### src/rtl/multi_ball_pkg.sv
// Shared widths, wall-flag bit positions, FSM encoding and the reset-position
// helper for the multi-ball motion engine.
package multi_ball_pkg;

   localparam int COORD_W = 10;   // screen coordinate width
   localparam int STEP_W  = 4;    // per-ball step / half-size width
   localparam int CALC_W  = 11;   // bound arithmetic width, wide enough to never wrap

   localparam int FLAG_LEFT   = 0;
   localparam int FLAG_RIGHT  = 1;
   localparam int FLAG_TOP    = 2;
   localparam int FLAG_BOTTOM = 3;

   typedef enum logic [1:0] {
      ST_IDLE   = 2'd0,
      ST_UPDATE = 2'd1,
      ST_DONE   = 2'd2
   } state_e;

   // Balls start evenly spread across the screen width.
   function automatic logic [COORD_W-1:0] reset_x(input int idx, input int n_balls, input int x_max);
      return COORD_W'((idx + 1) * (x_max + 1) / (n_balls + 1));
   endfunction

endpackage

### src/rtl/ball_axis_step.sv
// Single-axis bounce step: given position, direction, step and half-size,
// produce the next position/direction and which bound (if any) was hit.
// Purely combinational; the engine shares one instance per axis across balls.
module ball_axis_step
   import multi_ball_pkg::*;
#(
   parameter int MIN_P = 0,
   parameter int MAX_P = 639
) (
   input  logic [COORD_W-1:0] pos_i,
   input  logic               dir_i,     // 1 = increasing coordinate
   input  logic [STEP_W:0]    step_i,    // one bit wider to carry a gravity speed of 16
   input  logic [STEP_W-1:0]  size_i,    // effective half-size (never zero)
   output logic [COORD_W-1:0] pos_o,
   output logic               dir_o,
   output logic               hit_lo_o,
   output logic               hit_hi_o
);

   localparam logic [CALC_W-1:0] MIN_C = CALC_W'(MIN_P);
   localparam logic [CALC_W-1:0] MAX_C = CALC_W'(MAX_P);

   logic [CALC_W-1:0] pos_c;
   logic [CALC_W-1:0] step_c;
   logic [CALC_W-1:0] size_c;
   logic [CALC_W-1:0] lo_pos_c;
   logic [CALC_W-1:0] hi_pos_c;

   assign pos_c    = CALC_W'(pos_i);
   assign step_c   = CALC_W'(step_i);
   assign size_c   = CALC_W'(size_i);
   assign lo_pos_c = MIN_C + size_c;
   assign hi_pos_c = MAX_C - size_c;

   // Out-of-bounds override first (size may have grown), then normal motion.
   always_comb begin
      pos_o    = pos_i;
      dir_o    = dir_i;
      hit_lo_o = 1'b0;
      hit_hi_o = 1'b0;
      if (pos_c + size_c > MAX_C) begin
         pos_o    = COORD_W'(hi_pos_c);
         dir_o    = 1'b0;
         hit_hi_o = 1'b1;
      end else if (pos_c < lo_pos_c) begin
         pos_o    = COORD_W'(lo_pos_c);
         dir_o    = 1'b1;
         hit_lo_o = 1'b1;
      end else if (dir_i) begin
         if (pos_c + step_c + size_c >= MAX_C) begin
            pos_o    = COORD_W'(hi_pos_c);
            dir_o    = 1'b0;
            hit_hi_o = 1'b1;
         end else begin
            pos_o = COORD_W'(pos_c + step_c);
         end
      end else begin
         if (pos_c <= lo_pos_c + step_c) begin
            pos_o    = COORD_W'(lo_pos_c);
            dir_o    = 1'b1;
            hit_lo_o = 1'b1;
         end else begin
            pos_o = COORD_W'(pos_c - step_c);
         end
      end
   end

endmodule

### src/rtl/multi_ball_engine.sv
// Multi-ball motion engine. On each synchronised vsync falling edge (when
// enabled and idle) it walks every ball once, one ball per cycle, through a
// shared pair of axis-step units, then pulses frame_done.
// Optional build macro: GRAVITY_EN (signed vertical velocity per ball).
module multi_ball_engine
   import multi_ball_pkg::*;
#(
   parameter int N_BALLS = 2,
   parameter int X_MIN   = 0,
   parameter int X_MAX   = 639,
   parameter int Y_MIN   = 0,
   parameter int Y_MAX   = 479,
   parameter int GRAVITY = 1,
   parameter int VY_MAX  = 15
) (
   input  logic                          clk_in,
   input  logic                          rst_n,
   input  logic                          vsync_in,
   input  logic                          enable,
   input  logic [STEP_W*N_BALLS-1:0]     x_step_in,
   input  logic [STEP_W*N_BALLS-1:0]     y_step_in,
   input  logic [STEP_W*N_BALLS-1:0]     size_in,
   output logic [COORD_W*N_BALLS-1:0]    ball_x_out,
   output logic [COORD_W*N_BALLS-1:0]    ball_y_out,
   output logic [COORD_W*N_BALLS-1:0]    ball_s_out,
   output logic [4*N_BALLS-1:0]          wall_flags,
   output logic                          frame_done
);

   localparam int                 IDX_W    = (N_BALLS > 1) ? $clog2(N_BALLS) : 1;
   localparam logic [IDX_W-1:0]   IDX_LAST = IDX_W'(N_BALLS - 1);
   localparam logic [COORD_W-1:0] Y_RST    = COORD_W'((Y_MAX + 1) / 2);

   state_e             state_q, state_d;
   logic [IDX_W-1:0]   idx_q, idx_d;
   logic               upd_en;
   logic               vs_meta_q, vs_sync_q, vs_prev_q;
   logic               start;

   logic [N_BALLS-1:0] xdir_all;
   logic [COORD_W-1:0] cur_x, cur_y;
   logic               cur_xdir, cur_ydir;
   logic [STEP_W-1:0]  cur_xstep, cur_ystep, cur_size, eff_size;
   logic [STEP_W:0]    y_step_eff;
   logic [COORD_W-1:0] x_new, y_new;
   logic               xdir_new, ydir_new;
   logic               x_hit_lo, x_hit_hi, y_hit_lo, y_hit_hi;
   logic [3:0]         flags_new;

`ifdef GRAVITY_EN
   logic [5*N_BALLS-1:0] vy_all;
   logic signed [4:0]    cur_vy, vy_acc, vy_new;
   logic signed [6:0]    vy_sum;
`else
   logic [N_BALLS-1:0]   ydir_all;
   logic [31:0]          unused_cfg;
   assign unused_cfg = 32'(GRAVITY) ^ 32'(VY_MAX);
`endif

   // Two-flop synchroniser plus edge history for the active-low vsync.
   always_ff @(posedge clk_in or negedge rst_n) begin
      if (!rst_n) begin
         vs_meta_q <= 1'b1;
         vs_sync_q <= 1'b1;
         vs_prev_q <= 1'b1;
      end else begin
         vs_meta_q <= vsync_in;
         vs_sync_q <= vs_meta_q;
         vs_prev_q <= vs_sync_q;
      end
   end

   assign start = vs_prev_q & ~vs_sync_q;

   // FSM state and ball index registers.
   always_ff @(posedge clk_in or negedge rst_n) begin
      if (!rst_n) begin
         state_q <= ST_IDLE;
         idx_q   <= '0;
      end else begin
         state_q <= state_d;
         idx_q   <= idx_d;
      end
   end

   // Next-state logic: starts are dropped unless idle and enabled.
   always_comb begin
      state_d    = state_q;
      idx_d      = idx_q;
      upd_en     = 1'b0;
      frame_done = 1'b0;
      case (state_q)
         ST_IDLE: begin
            if (start && enable) begin
               state_d = ST_UPDATE;
               idx_d   = '0;
            end
         end
         ST_UPDATE: begin
            upd_en = 1'b1;
            if (idx_q == IDX_LAST) begin
               state_d = ST_DONE;
            end else begin
               idx_d = idx_q + IDX_W'(1);
            end
         end
         ST_DONE: begin
            frame_done = 1'b1;
            state_d    = ST_IDLE;
         end
         default: state_d = ST_IDLE;
      endcase
   end

   // Select the current ball's state and live step/size inputs.
   always_comb begin
      cur_x     = '0;
      cur_y     = '0;
      cur_xdir  = 1'b0;
      cur_ydir  = 1'b0;
      cur_xstep = '0;
      cur_ystep = '0;
      cur_size  = '0;
`ifdef GRAVITY_EN
      cur_vy    = '0;
`endif
      for (int i = 0; i < N_BALLS; i++) begin
         if (idx_q == IDX_W'(i)) begin
            cur_x     = ball_x_out[COORD_W*i +: COORD_W];
            cur_y     = ball_y_out[COORD_W*i +: COORD_W];
            cur_xdir  = xdir_all[i];
            cur_xstep = x_step_in[STEP_W*i +: STEP_W];
            cur_ystep = y_step_in[STEP_W*i +: STEP_W];
            cur_size  = size_in[STEP_W*i +: STEP_W];
`ifdef GRAVITY_EN
            cur_vy    = $signed(vy_all[5*i +: 5]);
`else
            cur_ydir  = ydir_all[i];
`endif
         end
      end
   end

   assign eff_size = (cur_size == '0) ? STEP_W'(1) : cur_size;

`ifdef GRAVITY_EN
   // Accelerate, cap at the downward ceiling, and turn speed into magnitude/direction.
   always_comb begin
      vy_sum     = 7'(cur_vy) + 7'(GRAVITY);
      vy_acc     = (vy_sum > 7'(VY_MAX)) ? 5'(VY_MAX) : 5'(vy_sum);
      cur_ydir   = ~vy_acc[4];
      y_step_eff = vy_acc[4] ? 5'(-vy_acc) : 5'(vy_acc);
      vy_new     = vy_acc;
      if (y_hit_hi) begin
         vy_new = -$signed({1'b0, cur_ystep});
      end else if (y_hit_lo) begin
         vy_new = '0;
      end
   end
`else
   assign y_step_eff = {1'b0, cur_ystep};
`endif

   ball_axis_step #(.MIN_P(X_MIN), .MAX_P(X_MAX)) u_axis_x (
      .pos_i    (cur_x),
      .dir_i    (cur_xdir),
      .step_i   ({1'b0, cur_xstep}),
      .size_i   (eff_size),
      .pos_o    (x_new),
      .dir_o    (xdir_new),
      .hit_lo_o (x_hit_lo),
      .hit_hi_o (x_hit_hi)
   );

   ball_axis_step #(.MIN_P(Y_MIN), .MAX_P(Y_MAX)) u_axis_y (
      .pos_i    (cur_y),
      .dir_i    (cur_ydir),
      .step_i   (y_step_eff),
      .size_i   (eff_size),
      .pos_o    (y_new),
      .dir_o    (ydir_new),
      .hit_lo_o (y_hit_lo),
      .hit_hi_o (y_hit_hi)
   );

   // Pack axis hits into the per-ball wall flag layout.
   always_comb begin
      flags_new              = '0;
      flags_new[FLAG_LEFT]   = x_hit_lo;
      flags_new[FLAG_RIGHT]  = x_hit_hi;
      flags_new[FLAG_TOP]    = y_hit_lo;
      flags_new[FLAG_BOTTOM] = y_hit_hi;
   end

   for (genvar gi = 0; gi < N_BALLS; gi++) begin : g_ball
      localparam logic [COORD_W-1:0] X_RST = reset_x(gi, N_BALLS, X_MAX);

      logic [COORD_W-1:0] x_q, y_q;
      logic [STEP_W-1:0]  s_q;
      logic [3:0]         flags_q;
      logic               xdir_q;
      logic               sel;

      assign sel = upd_en && (idx_q == IDX_W'(gi));

      // Per-ball state, rewritten only in the cycle this ball is processed.
      always_ff @(posedge clk_in or negedge rst_n) begin
         if (!rst_n) begin
            x_q     <= X_RST;
            y_q     <= Y_RST;
            s_q     <= STEP_W'(1);
            flags_q <= '0;
            xdir_q  <= ((gi % 2) == 0);
         end else if (sel) begin
            x_q     <= x_new;
            y_q     <= y_new;
            s_q     <= eff_size;
            flags_q <= flags_new;
            xdir_q  <= xdir_new;
         end
      end

`ifdef GRAVITY_EN
      logic signed [4:0] vy_q;

      // Vertical velocity replaces the direction bit.
      always_ff @(posedge clk_in or negedge rst_n) begin
         if (!rst_n) begin
            vy_q <= '0;
         end else if (sel) begin
            vy_q <= vy_new;
         end
      end

      assign vy_all[5*gi +: 5] = vy_q;
`else
      logic ydir_q;

      // Vertical direction: starts moving down.
      always_ff @(posedge clk_in or negedge rst_n) begin
         if (!rst_n) begin
            ydir_q <= 1'b1;
         end else if (sel) begin
            ydir_q <= ydir_new;
         end
      end

      assign ydir_all[gi] = ydir_q;
`endif

      assign xdir_all[gi]                        = xdir_q;
      assign ball_x_out[COORD_W*gi +: COORD_W]   = x_q;
      assign ball_y_out[COORD_W*gi +: COORD_W]   = y_q;
      assign ball_s_out[COORD_W*gi +: COORD_W]   = {{(COORD_W-STEP_W){1'b0}}, s_q};
      assign wall_flags[4*gi +: 4]               = flags_q;
   end

endmodule
### config.mk
export PLATFORM = sky130hd
export DESIGN_NAME = multi_ball_engine
export DESIGN_NICKNAME = d
export VERILOG_FILES = /design/src/rtl/multi_ball_pkg.sv /design/src/rtl/ball_axis_step.sv /design/src/rtl/multi_ball_engine.sv
export SDC_FILE = /design/constraint.sdc
export NUM_CORES = 1
export LEC_CHECK = 0
export ABC_AREA = 1
export CORE_UTILIZATION = 49
export CTS_CLUSTER_SIZE = 10
export DETAILED_ROUTE_END_ITERATION = 12
export GPL_TIMING_DRIVEN = 1
export PLACE_DENSITY = 0.71
export SLEW_MARGIN = 20
export SYNTH_ARGS = -nofsm -noshare
export SYNTH_HDL_FRONTEND = slang
export SYNTH_HIERARCHICAL = 1
export SYNTH_SLANG_ARGS = --single-unit
export TNS_END_PERCENT = 1
### constraint.sdc
create_clock -name clk_in -period 4.7 [get_ports clk_in]
set_clock_uncertainty 0.15 [all_clocks]
set_input_delay 0.47 -clock clk_in [delete_from_list [all_inputs] [get_ports clk_in]]
set_output_delay 0.47 -clock clk_in [all_outputs]
set_load 0.02 [all_outputs]
Word-level counts from Yosys, hierarchy flattened

Cells that the tools add are included.

Bits in registers: 66
Input port bits: 28
Output and inout bits: 69

$add $sub $neg: 13
Order comparisons: 8
Equal/unequal tests: 4
Multiplexer cells: 50
Bitwise logic cells: 3
Reduce and logical (&&, ||, !) cells: 8

Operators with widths:

| kind                                                                | number |
|---|---|
| 2-to-1 mux 10 bit                                                   | 12 |
| adder 10 x 4 -> 11 bit                                              | 4 |
| 2-to-1 mux 1 bit                                                    | 30 |
| adder 11 x 4 -> 11 bit                                              | 2 |
| less-or-equal comparator 10 x 11 -> 1 bit                           | 2 |
| less-than comparator 10 x 4 -> 1 bit                                | 2 |
| subtractor 10 x 4 -> 10 bit                                         | 2 |
| 2-to-1 mux 4 bit                                                    | 4 |
| greater-or-equal comparator 11 x 10 -> 1 bit, second input constant | 1 |
| greater-or-equal comparator 11 x 9 -> 1 bit, second input constant  | 1 |
| greater-than comparator 11 x 10 -> 1 bit, second input constant     | 1 |
| greater-than comparator 11 x 9 -> 1 bit, second input constant      | 1 |
| adder 4 x 4 -> 5 bit                                                | 2 |
| subtractor 10 x 4 -> 10 bit, first input constant                   | 1 |
| subtractor 9 x 4 -> 10 bit, first input constant                    | 1 |
| logical NOT 4 bit                                                   | 1 |
| 2-to-1 mux 2 bit                                                    | 2 |
| inequality test 2 bit, second input constant                        | 2 |
| case mux 2 bit (2 select lines)                                     | 1 |
| AND reduction 2 bit                                                 | 2 |
| logical AND 1 bit                                                   | 3 |
| == test 2 x 1 -> 1 bit, second input constant                       | 1 |
| == test 2 bit, second input constant                                | 1 |
| logical NOT 2 bit                                                   | 1 |
| 5 further kinds                                                     | 6 |

Longest topological paths before layout

Depth in word-level cells: 9
Depth in mapped cells: 30

Modules after synthesis

The synthesis kept the hierarchy.

By module, submodules not included:

| module                    | instances | cells each | area each (um2) |
|---|---|---|---|
| multi_ball_engine         | 1         | 373        | 3009.1 |
| ball_axis_step (u_axis_y) | 1         | 349        | 1990.7 |
| ball_axis_step (u_axis_x) | 1         | 335        | 1984.4 |

Worst setup path after synthesis

No wires, ideal clock.

Path kind: register to register
Start point: register idx_q
End point: register g_ball[0].y_q[8]
Data arrival time: 3540 ps
Data required time: 4420 ps
Setup slack: 880 ps
Stages on the path, launching flop included: 27
Buffers on the path: 2
Clock period less this slack: 3820 ps
Cell sequence: dfrtp_1 -> buf_4 -> inv_4 -> clkbuf_1 -> nand2_1 -> nand2_1 -> inv_1 -> fa_1 -> xor2_1 -> ha_1 -> nand3_1 -> nand3_1 -> nand2_1 -> nand2_1 -> nand2_1 -> nor2_1 -> nand3_1 -> nand2_1 -> nand2_2 -> nor2_8 -> nand2_4 -> nor2_8 -> inv_2 -> o21ai_1 -> nand2_1 -> inv_1 -> o21ai_0

Elaborated cells on any way between the ends: 23
Those cells by class: add/sub (6); order compare (4); mux (10); bitwise (1); reduce/logical (2)

RTL lines:

| what                                        | RTL line                 | text |
|---|---|---|
| start: declaration                          | multi_ball_engine.sv:35  | `logic [IDX_W-1:0] idx_q, idx_d;` |
| start signal: assignment                    | multi_ball_engine.sv:82  | `idx_q <= idx_d;` |
| 2-to-1 mux 10 bit *                         | multi_ball_engine.sv:128 | `if (idx_q == IDX_W'(i)) begin` |
| via cur_y[1]                                | multi_ball_engine.sv:41  | `logic [COORD_W-1:0] cur_x, cur_y;` |
| adder 10 x 4 -> 11 bit                      | ball_axis_step.sv:50     | `if (pos_c + step_c + size_c >= MAX_C) begin` |
| adder 11 x 4 -> 11 bit                      | ball_axis_step.sv:50     |  |
| greater-or-equal comparator 11 x 9 -> 1 bit | ball_axis_step.sv:50     |  |
| 2-to-1 mux 10 bit                           | ball_axis_step.sv:50     |  |
| 2-to-1 mux 10 bit                           | ball_axis_step.sv:49     | `end else if (dir_i) begin` |
| 2-to-1 mux 10 bit                           | ball_axis_step.sv:45     | `end else if (pos_c < lo_pos_c) begin` |
| 2-to-1 mux 10 bit *                         | ball_axis_step.sv:41     | `if (pos_c + size_c > MAX_C) begin` |
| via y_new[8]                                | multi_ball_engine.sv:45  | `logic [COORD_W-1:0] x_new, y_new;` |
| end signal: assignment                      | multi_ball_engine.sv:216 | `y_q <= y_new;` |
| end: declaration                            | multi_ball_engine.sv:198 | `logic [COORD_W-1:0] x_q, y_q;` |

The timed path passes the listed nets; every way through them passes the cells marked *.
A chain may end at the register's enable or synchronous reset.

Final worst setup path

Start point: register idx_q
End point: register g_ball[1].x_q[3]

Longest elaborated chain between the ends: 9
Elaborated cells on any way between the ends: 22
Those cells by class: add/sub (6); order compare (4); mux (10); reduce/logical (2)

Ends and longest elaborated chain:

| what                                                                                                             | RTL line                                   | text |
|---|---|---|
| 2-to-1 mux 4 bit *                                                                                               | multi_ball_engine.sv:128                   |  |
| logical NOT 4 bit                                                                                                | multi_ball_engine.sv:144                   | `assign eff_size = (cur_size == '0) ? STEP_W'(1) : cur_size;` |
| 2-to-1 mux 4 bit *                                                                                               | multi_ball_engine.sv:144                   |  |
| via eff_size[0]                                                                                                  | multi_ball_engine.sv:43                    | `logic [STEP_W-1:0] cur_xstep, cur_ystep, cur_size, eff_size;` |
| adder 11 x 4 -> 11 bit / adder 4 x 4 -> 5 bit (equally long branches)                                            | ball_axis_step.sv:50, ball_axis_step.sv:58 |  |
| greater-or-equal comparator 11 x 10 -> 1 bit / less-or-equal comparator 10 x 11 -> 1 bit (equally long branches) | ball_axis_step.sv:50, ball_axis_step.sv:58 |  |
| 2-to-1 mux 10 bit, on equally long branches                                                                      | ball_axis_step.sv:50, ball_axis_step.sv:58 |  |
| 2-to-1 mux 10 bit                                                                                                | ball_axis_step.sv:49                       |  |
| 2-to-1 mux 10 bit                                                                                                | ball_axis_step.sv:45                       |  |
| 2-to-1 mux 10 bit *                                                                                              | ball_axis_step.sv:41                       |  |
| via x_new[3]                                                                                                     | multi_ball_engine.sv:45                    |  |
| end signal: assignment                                                                                           | multi_ball_engine.sv:215                   | `x_q <= x_new;` |
| end: declaration                                                                                                 | multi_ball_engine.sv:198                   |  |

Marks and branches as above.

==> key figures <==
Placement
  • Gpl congestion: 0.9312
  • Hpwl dp: 14870 um
  • IO buf count: 84

Synth
  • Syn_area_per_cell: 6.608 um^2
  • Yosys top cell by area: nand2_1
  • Top-area cell type share of the netlist area: 0.1843
  • Post-synth EDFFs: 0
  • Top cells by area, synth: nand2_1, dfrtp_1, ha_1
  • Cell Area, Synth: 0.006984 mm^2
  • Yosys cell types: 49
  • Main flop type after synthesis: dfrtp_1
  • Sequential area share after synthesis: 0.2411
  • Synth Instances: 1057
  • Synth Register Bits: 66
  • Yosys Warn Count: 6
  • Async SR Flop Fraction: 1.000

Detailed routing
  • Post-route ant nets: 0
  • Total Wirelength: 19460 um
  • WL/cell: 14.62 um
  • Vias: 6968
  • Via density: 5.235
  • DRT Pass-1 Iters: 5
  • Initial drt markers: 486
  • Drt drc: 0

Worst setup path
  • CP required: 4.81 ns
  • CP endpoint kind: flop
  • Crit-path max FO: 36
  • Critical path arrival: 4.36 ns
  • Crit path launch type: flop
  • Flop2flop setup slack: 0.46 ns
  • Crit path launch: idx_q
  • Worst-case reg-to-reg path depth: 26
  • FF-to-FF End: g_ball[1].x_q[3]
  • Worst setup endpoint: g_ball[1].x_q[3]
  • Critical path class: flop to flop
  • R2R Path Start: idx_q

Clocking
  • Clock slew at reported path FFs: 0.06 ns
  • Num CTS Buffers: 9
  • Clk buf depth: 2
  • CTS tree: done
  • Clk_lat worst skew: 0.35 ns
  • H-tree Lvls: 3
  • Postcts setup bufs: 0
  • CTS resizes: 0
  • Clk sinks: 66
  • Hold-fix buffers at CTS: 0
  • CTS root buffer: clkbuf_16

GRT
  • GR Overflow Total: 0
  • First-pass GRT wire length: 31810 um
  • Initial antenna violation count: 0
  • Largest net degree at the start of global routing: 67
  • Total track usage: 0.2769
  • Vias in the first global route: 6329

Finish
  • Antenna cells: 0
  • Layout cell share with drive strength beyond 1: 0.1025
  • Nets@finish: 1248
  • Area Growth Syn to Fin: 18.63%
  • Core Util, Final: 0.5969

Floorplanning
  • Row cnt: 43
  • Core Region: 0.01388 mm^2
  • I/O Pins: 97
  • Die Area: 0.01473 mm^2
  • Die H: 121.4 um
  • Die X: 121.4 um
  • Initial Utilization: 0.5032

Timing
  • Final Max Tran Viols: 0
  • RSZ-0062 raised after global routing: no
  • Rel. slew slack: 0.3551
  • Fmax achieved: 235.6 MHz
  • Setup TNS Final: 0 ns
  • Fin crit share: 0.9031
  • Fin. Hold Viols: 0
  • Final setup vio count: 0
  • Worst-Margin Slew: 0.9659 ns
  • Minimum clock period: 4.245 ns

Worst hold path
  • Tightest Hold Check Type: input port to asynchronous set/reset pin

Run status
  • Outcome: finished, final reports clean

Run
  • Max Cap Violations: 0
worst max-delay path: stages (launching register included):
cell	delay, ns
dfrtp_1	0.43
buf_12	0.21
nand2_1	0.07
a21boi_0	0.22
nand2_1	0.24
ha_1	0.29
fa_1	0.41
a21oi_1	0.16
o21ai_0	0.11
xor2_1	0.16
ha_1	0.14
nand2_1	0.05
inv_1	0.07
nand3_1	0.07
nor2_1	0.14
o21ai_0	0.12
nand4_1	0.08
nand2_1	0.10
nor2_1	0.15
inv_1	0.07
nor3b_1	0.25
nor3_1	0.07
nand3_1	0.11
nand2_1	0.06
nand2_1	0.06
inv_1	0.05
o21ai_1	0.13
sequential cells by signal, summed over array words and instances (netlist names):
signal,flops
vs_prev_q,1
g_ball.s_q,8
g_ball.y_q,20
vs_sync_q,1
g_ball.x_q,20
g_ball.flags_q,8
idx_q,1
g_ball.xdir_q,2
g_ball.ydir_q,2
vs_meta_q,1
state_q,2
layout make-up:
| class | count | area, um^2 |
|---|---|---|
| repair buffers | 100 | 968.4 |
| clock buffers | 10 | 239.0 |
| multi-input cells | 819 | 4562 |
| inverters | 150 | 565.5 |
| fillers | 1377 | 5595 |
| flip-flops and latches | 66 | 1684 |
| clock inverters | 6 | 41.29 |
| well taps | 180 | 225.2 |
logic make-up after synthesis:
group / share of synthesized area
adders and majority gates: 0.1433
buffers and inverters: 0.1148
and+or+nand+nor: 0.3597
xor gates and xnor gates: 0.02866
other: 0.0005369
AOI/OAI and AO/OA: 0.1118
DFF: 0.2411
routing by layer:
layer	GRT usage	part of all wire	vias to the layer above
li1	-	-	3508
met5	0	0	-
met3	0.05639	0.078	15
met4	0.06867	0.011	0
met2	0.4219	0.43	239
met1	0.3972	0.48	3206
synthesized netlist by cell type (7+ instances only):
library cell	instances
nand2_1	343
buf_2	8
xor2_1	18
nor2_2	7
buf_4	14
nand4_1	17
a21oi_1	35
dfrtp_1	40
inv_1	137
o21ai_1	32
o21ai_0	50
nor3_1	10
clkbuf_1	10
nand2_2	16
nand3_2	9
dfstp_2	26
fa_1	10
nor2_1	74
inv_2	10
ha_1	64
nand3_1	74
metrics by stage:
step / cells / setup slack [ns] / area [um^2] / hold slack, ns
floorplan: 1074 / 0.8803 / 7048 / 0.02441
global placement: 1315 / 0.2969 / 8005 / 0.1967
detailed placement: 1315 / 0.2484 / 8005 / 0.2000
CTS: 1331 / 0.4839 / 8285 / 0.1925
global route: 1331 / 0.05934 / 8285 / 0.2139
finish: 1331 / 0.4553 / 8285 / 0.1411
placed cells by master (no fill, tap or decap), types with 2 or more instances in the layout:
cell | synthesis | final
nand2_1 | 343 | 343
inv_1 | 137 | 137
clkdlybuf4s50_1 | 0 | 83
nand3_1 | 74 | 74
nor2_1 | 74 | 74
ha_1 | 64 | 64
o21ai_0 | 50 | 50
dfrtp_1 | 40 | 40
a21oi_1 | 35 | 35
o21ai_1 | 32 | 32
dfstp_2 | 26 | 26
conb_1 | 1 | 18
xor2_1 | 18 | 18
nand4_1 | 17 | 17
nand2_2 | 16 | 16
buf_4 | 14 | 15
inv_2 | 10 | 10
nor3_1 | 10 | 10
fa_1 | 10 | 10
clkbuf_16 | 0 | 9
nand3_2 | 9 | 9
nor2_2 | 7 | 7
nor2_4 | 4 | 4
nand2_4 | 4 | 4
o21bai_1 | 4 | 4
nand3b_1 | 3 | 3
clkinvlp_4 | 0 | 3
a31oi_1 | 3 | 3
xnor2_1 | 3 | 3
nor2_8 | 3 | 3
clkinv_2 | 0 | 2
clkinv_1 | 2 | 2
a211oi_1 | 2 | 2
o21a_1 | 2 | 2
worst min-delay path by stage:
stage,from,to,depth (start not counted),slack (ns)
2_1_floorplan,rst_n,g_ball[0].flags_q[0],0,0.02
3_3_place_gp,vs_meta_q,vs_sync_q,0,0.20
5_1_grt,vs_meta_q,vs_sync_q,0,0.21
3_5_place_dp,vs_meta_q,vs_sync_q,0,0.20
6_report,rst_n,g_ball[0].x_q[8],2,0.14
4_1_cts,rst_n,g_ball[0].x_q[1],2,0.19
Power is not shown: default switching activity piles up to over one toggle a cycle in this logic, so the estimate is an artifact.
